--- config.mk ---
export PLATFORM = sky130hd
export DESIGN_NAME = pipe_reg_chain_flat
export DESIGN_NICKNAME = d
export VERILOG_FILES = /design/src/rtl/pipe_pkg.sv /design/src/rtl/pipe_reg_chain_if.sv /design/src/rtl/pipe_stage_reg.sv /design/src/rtl/pipe_reg_chain.sv /design/src/flat_wrapper.sv
export SDC_FILE = /design/constraint.sdc
export NUM_CORES = 1
export LEC_CHECK = 0
export ABC_AREA = 1
export BUFFER_PORTS_ARGS = -buffer_cell sky130_fd_sc_hd__buf_4
export CAP_MARGIN = 20
export CORE_UTILIZATION = 25
export CTS_CLUSTER_DIAMETER = 120
export DETAILED_ROUTE_END_ITERATION = 10
export SLEW_MARGIN = 20
export SYNTH_ARGS = -nofsm -noshare
export SYNTH_HDL_FRONTEND = slang
export SYNTH_HIERARCHICAL = 1
export SYNTH_SLANG_ARGS = --single-unit
--- constraint.sdc ---
create_clock -name clk -period 0.8 [get_ports clk]
set_input_delay 0.12 -clock clk [delete_from_list [all_inputs] [get_ports clk]]
set_output_delay 0.12 -clock clk [all_outputs]
set_load 0.02 [all_outputs]
--- src/rtl/pipe_pkg.sv ---
`default_nettype none
// +----------------------------------------------------------------------------+
// | Package     : pipe_pkg                                                     |
// | Description : Shared pipeline constants: stage indices, default field      |
// |               widths and the per-stage control bundle.                     |
// | Revision    : 1.0 - initial release                                        |
// +----------------------------------------------------------------------------+
package pipe_pkg;

    // Stage register indices, youngest first
    localparam int ST_IF_ID   = 0;
    localparam int ST_ID_EXE  = 1;
    localparam int ST_EXE_MEM = 2;
    localparam int ST_MEM_WB  = 3;

    // Default field widths of the surrounding core
    localparam int PC_W   = 32;
    localparam int RN_W   = 5;
    localparam int ALUC_W = 3;

    // Default chain geometry
    localparam int DEF_DATA_W = 32;
    localparam int DEF_STAGES = 4;
    localparam int DEF_CNT_W  = 16;

    // Per-stage update controls, listed in priority order
    typedef struct packed {
        logic kill;
        logic hold;
        logic bub;
        logic ld;
    } stage_ctrl_t;

    // Build the control bundle; a plain load only happens when nothing
    // of higher priority applies.
    function automatic stage_ctrl_t stage_ctrl(input logic kill,
                                               input logic hold,
                                               input logic bub);
        stage_ctrl_t c;
        c.kill = kill;
        c.hold = hold;
        c.bub  = bub;
        c.ld   = ~(kill | hold | bub);
        return c;
    endfunction

endpackage
`default_nettype wire

--- src/rtl/pipe_reg_chain_if.sv ---
`default_nettype none
// +----------------------------------------------------------------------------+
// | Interface   : pipe_reg_chain_if                                            |
// | Description : Input offer, hazard requests and stage/output observation    |
// |               bus of the pipeline register chain. Counter signals exist    |
// |               only when PIPE_PERF_EN is defined.                           |
// | Revision    : 1.0 - initial release                                        |
// +----------------------------------------------------------------------------+
interface pipe_reg_chain_if
    import pipe_pkg::*;
#(
    parameter int DATA_W = DEF_DATA_W,
    parameter int STAGES = DEF_STAGES,
    parameter int CNT_W  = DEF_CNT_W
) ();

    logic                       in_valid;
    logic [DATA_W-1:0]          in_data;
    logic                       in_ready;
    logic [STAGES-1:0]          stall_req;
    logic [STAGES-1:0]          flush_req;
    logic [STAGES-1:0]          stage_valid;
    logic [STAGES*DATA_W-1:0]   stage_data;
    logic                       out_valid;
    logic [DATA_W-1:0]          out_data;
`ifdef PIPE_PERF_EN
    logic [CNT_W-1:0]           stall_cnt;
    logic [CNT_W-1:0]           flush_cnt;
`endif

`ifdef PIPE_PERF_EN
    modport master (
        output in_valid, in_data, stall_req, flush_req,
        input  in_ready, stage_valid, stage_data, out_valid, out_data,
        input  stall_cnt, flush_cnt
    );

    modport slave (
        input  in_valid, in_data, stall_req, flush_req,
        output in_ready, stage_valid, stage_data, out_valid, out_data,
        output stall_cnt, flush_cnt
    );
`else
    modport master (
        output in_valid, in_data, stall_req, flush_req,
        input  in_ready, stage_valid, stage_data, out_valid, out_data
    );

    modport slave (
        input  in_valid, in_data, stall_req, flush_req,
        output in_ready, stage_valid, stage_data, out_valid, out_data
    );
`endif

endinterface
`default_nettype wire

--- src/rtl/pipe_stage_reg.sv ---
`default_nettype none
// +----------------------------------------------------------------------------+
// | Module      : pipe_stage_reg                                               |
// | Description : One pipeline register (valid + payload) with kill, hold,    |
// |               bubble and load controls applied in that priority order.     |
// | Revision    : 1.0 - initial release                                        |
// +----------------------------------------------------------------------------+
module pipe_stage_reg #(
    parameter int DATA_W = 32
) (
    input  wire logic              clk,
    input  wire logic              rst_n,
    input  wire logic              i_ld,
    input  wire logic              i_hold,
    input  wire logic              i_kill,
    input  wire logic              i_bub,
    input  wire logic              i_valid,
    input  wire logic [DATA_W-1:0] i_data,
    output logic                   o_valid,
    output logic [DATA_W-1:0]      o_data
);

    logic              r_valid;
    logic [DATA_W-1:0] r_data;

    // Kill and bubble both leave an empty, zeroed slot; hold keeps contents
    always_ff @(posedge clk or negedge rst_n) begin
        if (!rst_n) begin
            r_valid <= 1'b0;
            r_data  <= '0;
        end else if (i_kill) begin
            r_valid <= 1'b0;
            r_data  <= '0;
        end else if (i_hold) begin
            r_valid <= r_valid;
            r_data  <= r_data;
        end else if (i_bub) begin
            r_valid <= 1'b0;
            r_data  <= '0;
        end else if (i_ld) begin
            r_valid <= i_valid;
            r_data  <= i_data;
        end
    end

    assign o_valid = r_valid;
    assign o_data  = r_data;

endmodule
`default_nettype wire

--- src/rtl/pipe_reg_chain.sv ---
`default_nettype none
// +----------------------------------------------------------------------------+
// | Module      : pipe_reg_chain                                               |
// | Description : Parametrised chain of pipeline registers (IF/ID .. MEM/WB)  |
// |               with per-stage stall and flush. Register 0 is the youngest. |
// |               Build option PIPE_PERF_EN adds saturating stall/flush cycle  |
// |               counters.                                                    |
// | Revision    : 1.0 - initial release                                        |
// +----------------------------------------------------------------------------+
module pipe_reg_chain
    import pipe_pkg::*;
#(
    parameter int DATA_W = DEF_DATA_W,
    parameter int STAGES = DEF_STAGES,
    parameter int CNT_W  = DEF_CNT_W
) (
    input  wire logic        clk,
    input  wire logic        rst_n,
    pipe_reg_chain_if.slave  bus
);

    logic [STAGES-1:0]          w_hold;
    logic [STAGES-1:0]          w_kill;
    logic [STAGES-1:0]          w_bub;
    stage_ctrl_t [STAGES-1:0]   w_ctrl;
    logic [STAGES-1:0]          w_valid;
    logic [STAGES*DATA_W-1:0]   w_data;

    // An older stall or flush reaches every younger stage, so each stage
    // looks at the OR of its own request and all requests above it.
    genvar k;
    generate
        for (k = 0; k < STAGES; k++) begin : g_stage
            logic              w_d_valid;
            logic [DATA_W-1:0] w_d_data;

            assign w_hold[k] = |bus.stall_req[STAGES-1:k];
            assign w_kill[k] = |bus.flush_req[STAGES-1:k];

            if (k == 0) begin : g_head
                // Offers without valid load a clean, zero-payload bubble
                assign w_bub[k]  = 1'b0;
                assign w_d_valid = bus.in_valid;
                assign w_d_data  = bus.in_valid ? bus.in_data : '0;
            end else begin : g_body
                // A stalled predecessor sends a bubble into this stage
                assign w_bub[k]  = bus.stall_req[k-1];
                assign w_d_valid = w_valid[k-1];
                assign w_d_data  = w_data[(k-1)*DATA_W +: DATA_W];
            end

            assign w_ctrl[k] = stage_ctrl(w_kill[k], w_hold[k], w_bub[k]);

            pipe_stage_reg #(
                .DATA_W (DATA_W)
            ) u_stage_reg (
                .clk     (clk),
                .rst_n   (rst_n),
                .i_ld    (w_ctrl[k].ld),
                .i_hold  (w_ctrl[k].hold),
                .i_kill  (w_ctrl[k].kill),
                .i_bub   (w_ctrl[k].bub),
                .i_valid (w_d_valid),
                .i_data  (w_d_data),
                .o_valid (w_valid[k]),
                .o_data  (w_data[k*DATA_W +: DATA_W])
            );
        end
    endgenerate

    // The only combinational output: register 0 accepts unless held or killed
    assign bus.in_ready    = ~w_hold[0] & ~w_kill[0];
    assign bus.stage_valid = w_valid;
    assign bus.stage_data  = w_data;
    assign bus.out_valid   = w_valid[STAGES-1];
    assign bus.out_data    = w_data[(STAGES-1)*DATA_W +: DATA_W];

`ifdef PIPE_PERF_EN
    localparam logic [CNT_W-1:0] c_CNT_MAX = '1;

    logic [CNT_W-1:0] r_stall_cnt;
    logic [CNT_W-1:0] r_flush_cnt;

    // Count cycles with any stall request, sticking at all-ones
    always_ff @(posedge clk or negedge rst_n) begin
        if (!rst_n) begin
            r_stall_cnt <= '0;
        end else if ((|bus.stall_req) && (r_stall_cnt != c_CNT_MAX)) begin
            r_stall_cnt <= r_stall_cnt + 1'b1;
        end
    end

    // Count cycles with any flush request, sticking at all-ones
    always_ff @(posedge clk or negedge rst_n) begin
        if (!rst_n) begin
            r_flush_cnt <= '0;
        end else if ((|bus.flush_req) && (r_flush_cnt != c_CNT_MAX)) begin
            r_flush_cnt <= r_flush_cnt + 1'b1;
        end
    end

    assign bus.stall_cnt = r_stall_cnt;
    assign bus.flush_cnt = r_flush_cnt;
`endif

endmodule
`default_nettype wire
--- src/flat_wrapper.sv ---
// flat-port wrapper written by rule: the top's interface ports become plain ports
module pipe_reg_chain_flat import pipe_pkg::*;
#(
    parameter int DATA_W = DEF_DATA_W,
    parameter int STAGES = DEF_STAGES,
    parameter int CNT_W  = DEF_CNT_W
)
  (clk, rst_n, bus_in_valid, bus_in_data, bus_stall_req, bus_flush_req, bus_in_ready, bus_stage_valid, bus_stage_data, bus_out_valid, bus_out_data);
  pipe_reg_chain_if #(.DATA_W(DATA_W), .STAGES(STAGES), .CNT_W(CNT_W)) bus_i ();
  input  wire logic clk;
  input  wire logic rst_n;
  input wire logic [$bits(bus_i.in_valid)-1:0] bus_in_valid;
  input wire logic [$bits(bus_i.in_data)-1:0] bus_in_data;
  input wire logic [$bits(bus_i.stall_req)-1:0] bus_stall_req;
  input wire logic [$bits(bus_i.flush_req)-1:0] bus_flush_req;
  output wire logic [$bits(bus_i.in_ready)-1:0] bus_in_ready;
  output wire logic [$bits(bus_i.stage_valid)-1:0] bus_stage_valid;
  output wire logic [$bits(bus_i.stage_data)-1:0] bus_stage_data;
  output wire logic [$bits(bus_i.out_valid)-1:0] bus_out_valid;
  output wire logic [$bits(bus_i.out_data)-1:0] bus_out_data;
  assign bus_i.in_valid = bus_in_valid;
  assign bus_i.in_data = bus_in_data;
  assign bus_i.stall_req = bus_stall_req;
  assign bus_i.flush_req = bus_flush_req;
  assign bus_in_ready = bus_i.in_ready;
  assign bus_stage_valid = bus_i.stage_valid;
  assign bus_stage_data = bus_i.stage_data;
  assign bus_out_valid = bus_i.out_valid;
  assign bus_out_data = bus_i.out_data;
  pipe_reg_chain #(.DATA_W(DATA_W), .STAGES(STAGES), .CNT_W(CNT_W)) u_core (.clk(clk), .rst_n(rst_n), .bus(bus_i));
endmodule
Yosys cells after proc, flatten, opt, wreduce, memory -nomap -nowiden

Cells that the tools add are included.

Output and inout bits: 166
Input bits: 43
Word-level logic and storage cells: 67
Bits in registers: 132

Eq/ne operators: 8
Bitwise gates (word level): 10
Reduce and logical (&&, ||, !) cells: 10
Mux-type cells: 31

Operator list:

| kind                                                   | number |
|---|---|
| 2-to-1 mux 32 bit                                      | 16 |
| 2-to-1 mux 1 bit                                       | 15 |
| inequality test 3 bit (second input constant)          | 3 |
| inequality test 2 x 1 -> 1 bit (second input constant) | 4 |
| AND reduction 2 bit                                    | 4 |
| OR reduction 4 bit                                     | 2 |
| OR 1 bit                                               | 7 |
| OR reduction 3 bit                                     | 2 |
| OR reduction 2 bit                                     | 2 |
| inequality test 2 bit (second input constant)          | 1 |
| inverter 1 bit                                         | 2 |
| bitwise AND 1 bit                                      | 1 |

Longest topological paths before layout

Gate-level depths: netlist of run 1.

Depth in word-level cells: 7
Mapped depth: 10
Gate-level depth less buffers: 8

Cells and area by module

Netlist of run 1, hierarchy kept.

By module, submodules not included:

| module         | area each (µm²) | cells each | seq. area each (µm²) | instances |
|---|---|---|---|---|
| pipe_stage_reg | 1383.8          | 151        | 825.8                | 4 |
| pipe_reg_chain | 608.1           | 120        | 0.0                  | 1 |

Worst setup path before layout of run 1

Ideal clock, no wire load.

Path kind: input to register
From: input bus_flush_req[3]
To: register u_core.g_stage[0].u_stage_reg.r_data[30]
Data arrival time: 1390 ps
Stages: 10
Setup time: 117 ps
Buffers on the path: 2
Setup slack: -707 ps
Data required time: 683 ps
Cell sequence: nor2_1 > nand2_1 > nor2_1 > buf_2 > inv_1 > nand2_1 > nand2_2 > buf_4 > nand2_1 > nand2_1

RTL lines:

| what                 | RTL line             | RTL |
|---|---|---|
| start, declared      | flat_wrapper.sv:15   | `input wire logic [$bits(bus_i.flush_req)-1:0] bus_flush_req;` |
| end signal, assigned | pipe_stage_reg.sv:36 | `r_data <= r_data;` |
| end signal, assigned | pipe_stage_reg.sv:42 | `r_data <= i_data;` |
| end, declared        | pipe_stage_reg.sv:24 | `logic [DATA_W-1:0] r_data;` |

Worst setup path in the final report of run 1

From: register u_core.g_stage[2].u_stage_reg.r_data[8]
To: output bus_stage_data[72]

RTL lines:

| what                   | RTL line             | RTL |
|---|---|---|
| start, declared        | pipe_stage_reg.sv:24 |  |
| start signal, assigned | pipe_stage_reg.sv:36 |  |
| start signal, assigned | pipe_stage_reg.sv:42 |  |
| end, declared          | flat_wrapper.sv:18   | `output wire logic [$bits(bus_i.stage_data)-1:0] bus_stage_data;` |

No word-level cell between the ends.

==> impl_metrics.py, run 1 <==
metrics = {
    "global_route": {
        "globalRouteMet3Util_pct": 2.93,
        "grt_pass1_wl_um": 34300,
        "gr-usage-met2_pct": 29.9,
        "grt_max_degree": 42,
        "antenna_found_initial": 0,
        "use_met1_pct": 21.9,
        "grt_pass1_vias": 6060,
        "overflow": 0,
        "grtUsageTotal_pct": 17.6,
        "grt.busiest_layer": "met2",
    },
    "finish": {
        "layout.nets": 1118,
        "syn_to_final_growth_pct": 96.0,
        "layout-drive-gt1-share_pct": 60.0,
        "final_cell_mix": "buf_6, buf_4, nand2_1, nand4_1, dfrtp_1",
        "instances_no_fill": 1411,
        "final_common_cell": "buf_6",
        "stdcell_area_um2": 12000,
        "nFillCells": 2093,
        "diodes": 0,
    },
    "critical_path": {
        "rr_worst_depth": 4,
        "crit_path_cell_trace": "buf_6",
        "worstSetupStartpoint": "u_core/g_stage[2].u_stage_reg/o_data[8]$_DFFE_PN0P_",
        "crit_path_max_fanout": 2,
        "critical_path_required_ns": 0.68,
        "cpLargestDelayFamily": "flip-flops",
        "cpPeakStageDelay_ns": 0.44,
        "path_class": "reg2out",
        "worst_setup_path_end_kind": "output pin",
        "arrival_ns": 1.02,
        "worst-path-buf-inv": 1,
        "slowest_stage": "dfrtp_1",
        "crit-reg2reg-launch": "u_core/g_stage[1].u_stage_reg/o_data[26]$_DFFE_PN0P_",
        "regToRegSetupSlack_ns": -0.17,
        "r2r-end": "u_core/g_stage[2].u_stage_reg/o_data[26]$_DFFE_PN0P_",
        "startpoint_type": "register",
    },
    "floorplan": {
        "dieWidth_um": 159,
        "core.rowCount": 57,
        "die_area_um2": 25200,
        "die_height_um": 159,
        "start_util_pct": 25.4,
        "io_pins": 209,
        "core_area_um2": 24200,
    },
    "timing": {
        "whs_ns": 0.0346,
        "tns_ns": -63.10,
        "finalHoldViolCount": 0,
        "fin_ws_ns": -0.337,
        "finalSetupViolations": 298,
        "timing.fmax_ghz": 0.879,
        "rsz0062_at_grt": "yes",
        "min_period_ns": 1.14,
        "slew_viol_final": 0,
        "finClkSkew_ns": 0.00510,
        "period_share_pct": 142,
    },
    "routing": {
        "vias": 6352,
        "drt-initial-drc-count": 258,
        "wl_per_cell_um": 17.2,
        "wl_um": 24300,
        "drtPass1Iterations": 4,
        "detail-route-antenna-nets": 0,
        "drc": 0,
        "viasPerCell": 4.50,
    },
    "yosys": {
        "yosysSeqAreaShare_pct": 53.8,
        "postSynthAreaPerCell_um2": 8.49,
        "ys_warn_count": 6,
        "yosysUniqueCellTypes": 12,
        "yosysTopAreaCell": "dfrtp_1",
        "synth-seq-cells": 132,
        "ys_top_cells_by_area": "dfrtp_1, nand2_1, nand4_1",
        "synth.top_cell.area_share_pct": 53.8,
        "syn_area_um2": 6140,
        "syn-num-nets": 767,
        "synthesis.instances": 724,
    },
    "place": {
        "dp.cells": 1203,
        "portBuffers": 208,
        "gp_congestion": 0.769,
        "post-dp-hpwl_um": 13600,
        "post-place-ws_ns": -0.554,
        "post_dp_cell_area_um2": 8120,
    },
    "clocking": {
        "cts.clk_slew.worst_paths_ns": 0.05,
        "cts_buffers": 17,
        "cts_root_buffer": "clkbuf_16",
        "insertion_delay_ns": 0.42,
        "cts.path.max_buffers": 2,
        "cts_tree": "built",
        "htreeDepth": 4,
        "clkSinkCount": 132,
    },
    "power": {
        "leakage_uw": 0.00701,
        "ir_drop_mv": 0.787,
        "p_per_area_nw_per_um2": 1320,
    },
    "worst_hold_path": {
        "hold_class": "in2reg",
        "min_to": "u_core/g_stage[0].u_stage_reg/o_data[3]$_DFFE_PN0P_",
        "holdCritStartpoint": "bus_in_data[3]",
        "whs_path_depth": 5,
    },
    "run_status": {
        "violations": "setup timing",
        "status": "complete, but fails checks",
    },
    "flow_run": {
        "maxCapViolations": 0,
    },
}
-- layout make-up --
| class | instances | area [um2] | share of cell area [%] |
|---|---|---|---|
| Clock buffer | 28 | 537 | 4.46 |
| Clock inverter | 3 | 40.0 | 0.332 |
| Inverter | 44 | 175 | 1.45 |
| Multi-Input combinational cell | 457 | 2940 | 24.4 |
| Sequential cell | 132 | 3310 | 27.5 |
| Tap cell | 324 | 405 | 3.37 |
| Timing Repair Buffer | 423 | 4630 | 38.5 |
-- layer usage --
| layer | part of all wire [%] | vias up |
|---|---|---|
| met1 | 40 | 3044 |
| met5 | 0 | - |
| met3 | 3.2 | 63 |
| li1 | - | 3066 |
| met2 | 53 | 179 |
| met4 | 3.6 | 0 |
-- power breakdown --
part / internal (uW) / switching, uW
Sequential: 6680 / 0.0833
Clock: 4830 / 2710
Combinational: 712 / 924
Total: 12200 / 3630
-- tightest hold or removal path, cell delays in order --
cell     delay, ns
buf_4         0.08
nand2_1       0.04
inv_1         0.04
nand4_1       0.08
nand2_1       0.07
-- repair_timing --
item | CTS | global route
endpoints found under the hold margin | 132 | 0
resized for setup | 276 | 245
pin swaps | 24 | 37
setup endpoints to repair | 272 | 298
hold buffers | 1 | 0
cloned | 11 | 9
buffers inserted | 120 | 58
-- cells by family (layout without fill, tap and decap cells) --
group | count (synthesis) | after routing | share of synthesized area [%]
buf+inv | 135 | 498 | 12.1
flops | 132 | 132 | 53.8
other cells | 1 | 1 | 0.0610
simple gates | 456 | 456 | 34.1
-- synth_stat cells --
library cell and count:
nand2_2 8, buf_4 48, inv_1 44, nor2_4 4, nand2_1 304, nor2_1 8, buf_6 3, nand4_1 132
clkbuf_1 12, conb_1 1, dfrtp_1 132, buf_2 28
-- per-stage QoR --
| stage | util (%) | power [uW] |
|---|---|---|
| 3_5_place_dp | 33.6 | 7850 |
| 2_1_floorplan | - | 7280 |
| 6_report | 49.8 | 15900 |
| 5_1_grt | 49.8 | 16400 |
| 3_3_place_gp | 33.6 | 7840 |
| 4_1_cts | 45.0 | 15700 |
-- flip-flops by register name (all words and copies together), names as in the netlist --
register,cells
u_core/g_stage.u_stage_reg/o_data,128
u_core/g_stage.u_stage_reg/o_valid,4
-- worst max-delay path by stage --
stage          cells past startpoint                                                   end  slack [ns]
2_1_floorplan                     10  u_core/g_stage[0].u_stage_reg/o_data[30]$_DFFE_PN0P_       -0.39
5_1_grt                            1                                   bus_stage_data[105]       -0.36
3_5_place_dp                      10  u_core/g_stage[1].u_stage_reg/o_data[16]$_DFFE_PN0P_       -0.55
3_3_place_gp                      10   u_core/g_stage[1].u_stage_reg/o_data[6]$_DFFE_PN0P_       -0.54
4_1_cts                            1                                   bus_stage_data[105]       -0.35
6_report                           1                                    bus_stage_data[72]       -0.34
(Power assumes the default switching activity.)
==> inputs of run 2 (changes only) <==
PLACE_DENSITY = 0.51   (was unset)
clock period = 1.3 ns   (was 0.8 ns; I/O delays follow)
==> impl_metrics.py, run 2 (synthesis gave the netlist of run 1 again) <==
metrics = {
    "finish": {
        "final_cell_mix": "nand2_1, buf_4, nand4_1, dfrtp_1, inv_1",
        "layout-drive-gt1-share_pct": 32.0,
        "final_core_util_pct": 35.6,
        "nFillCells": 2527,
        "final_common_cell": "nand2_1",
        "stdcell_area_um2": 8620,
        "syn_to_final_growth_pct": 40.3,
        "diodes": 0,
        "instances_no_fill": 1234,
        "layout.nets": 941,
        "largest_register_ffs": 128,
    },
    "critical_path": {
        "cpLargestDelayFamily": "buffers and inverters",
        "worst-path-buf-inv": 3,
        "crit_path_max_fanout": 17,
        "arrival_ns": 1.04,
        "startpoint_type": "input port",
        "crit_path_cell_trace": "buf_4, nor2_4, nand2_2, nor2_4, buf_12, buf_4",
        "critical_path_required_ns": 1.11,
        "worst_setup_path_end_kind": "output pin",
        "path_class": "in2out",
        "slowest_stage": "buf_12",
        "cpPeakStageDelay_ns": 0.15,
    },
    "global_route": {
        "grt_pass1_vias": 5151,
        "grt_pass1_wl_um": 28900,
        "antenna_found_initial": 0,
        "overflow": 0,
        "grt_max_degree": 49,
        "grtUsageTotal_pct": 14.5,
    },
    "timing": {
        "finalSetupViolations": 0,
        "min_period_ns": 1.23,
        "finClkSkew_ns": 0.00422,
        "rsz0062_at_grt": "no",
        "period_share_pct": 94.8,
        "finalHoldViolCount": 0,
        "timing.fmax_ghz": 0.812,
        "fin_ws_ns": 0.0681,
        "tns_ns": 0,
        "slew_viol_final": 0,
    },
    "floorplan": {
        "start_util_pct": 25.4,
        "die_area_um2": 25200,
        "die_height_um": 159,
        "dieWidth_um": 159,
        "io_pins": 209,
        "core.rowCount": 57,
        "core_area_um2": 24200,
    },
    "clocking": {
        "cts.path.max_buffers": 2,
        "clkSinkCount": 132,
        "cts_root_buffer": "clkbuf_16",
        "htreeDepth": 4,
        "cts_buffers": 17,
        "cts.clk_slew.worst_paths_ns": 0.05,
        "insertion_delay_ns": 0.41,
        "cts_tree": "built",
    },
    "routing": {
        "wl_um": 18000,
        "wl_per_cell_um": 14.6,
        "drc": 0,
        "drt-initial-drc-count": 212,
        "detail-route-antenna-nets": 0,
        "vias": 5231,
        "drtPass1Iterations": 4,
        "viasPerCell": 4.24,
    },
    "worst_hold_path": {
        "hold_class": "in2reg",
    },
    "place": {
        "dp.cells": 1200,
        "post-dp-hpwl_um": 13400,
        "gp_congestion": 0.777,
        "post-place-ws_ns": -0.124,
        "portBuffers": 208,
        "post_dp_cell_area_um2": 8020,
    },
    "run_status": {
        "status": "finished clean",
    },
    "power": {
        "internal-power_uw": 7110,
        "p_sw_share_pct": 22.2,
        "power_frac_seq_pct": 45.0,
        "combPwrFrac_pct": 6.8,
        "p_clk_share_pct": 48.2,
        "ir_drop_mv": 0.590,
        "switchingPower_uw": 2030,
        "leakage_uw": 0.00499,
        "p_per_area_nw_per_um2": 1060,
    },
    "flow_run": {
        "maxCapViolations": 0,
    },
}
## run 2: cell count changes in the layout (fill, tap and decap cells not counted), sizes merged
cell	before	now
bufbuf	0	1
clkinv	2	4
clkbuf	35	26
buf	415	244
## run 2: worst min-delay path, cell delays in order
cell     delay, ns
buf_4         0.07
nand2_1       0.04
inv_1         0.04
nand4_1       0.08
nand2_1       0.07
## run 2: worst paths after layout
kind | startpoint | endpoint | slack (ns) | depth (start not counted)
setup / recovery | bus_flush_req[3] | bus_in_ready | 0.07 | 6
hold / removal | bus_in_data[6] | u_core/g_stage[0].u_stage_reg/o_data[6]$_DFFE_PN0P_ | 0.12 | 5
setup reg to reg | u_core/g_stage[0].u_stage_reg/o_data[26]$_DFFE_PN0P_ | u_core/g_stage[1].u_stage_reg/o_data[26]$_DFFE_PN0P_ | 0.55 | 2
hold reg to reg | u_core/g_stage[0].u_stage_reg/o_data[30]$_DFFE_PN0P_ | u_core/g_stage[0].u_stage_reg/o_data[30]$_DFFE_PN0P_ | 0.49 | 2
max in group asynchronous | rst_n | u_core/g_stage[3].u_stage_reg/o_data[22]$_DFFE_PN0P_ | 0.55 | 3
min in group asynchronous | rst_n | u_core/g_stage[0].u_stage_reg/o_data[20]$_DFFE_PN0P_ | 0.21 | 2
## run 2: timing repair
item                                    in CTS  in global routing
hold buffers                                 1                  0
resized for setup                            1                  2
hold endpoints to repair                   132                  0
endpoints found under the setup margin       1                  1
setup buffers                                1                  0
gates cloned                                 1                  0
pin swaps                                    1                  0
## run 2: cell type report
class	instances	area [um2]	area share [%]
repair buffers	246	2070	24.0
flip-flops and latches	132	3300	38.3
clock inverters	5	50.0	0.581
inverters	44	165	1.92
well taps	324	405	4.70
clock buffers	26	489	5.68
multi-input cells	457	2140	24.8
## run 2: layer usage
metal	share of wire [%]	track usage, %
met2	48	23.6
met4	1.4	4.28
met5	0	0
met3	3.2	2.98
met1	48	19.4
## run 2: metrics by stage
| stage | hold WS, ns | total power (uW) |
|---|---|---|
| final | 0.119 | 9140 |
| after global routing | 0.128 | 9520 |
| after CTS | 0.102 | 9270 |
| after detailed placement | 0.0684 | 4810 |
| after global placement | 0.0694 | 4810 |
| after floorplan | -0.101 | 4470 |
## run 2: power groups by stage
stage          clock, uW  combinational, uW  sequential (uW)
6_report            4400                620             4110
5_1_grt             4720                693             4110
4_1_cts             4520                632             4110
3_5_place_dp           0                625             4180
3_3_place_gp           0                624             4180
2_1_floorplan          0                282             4190
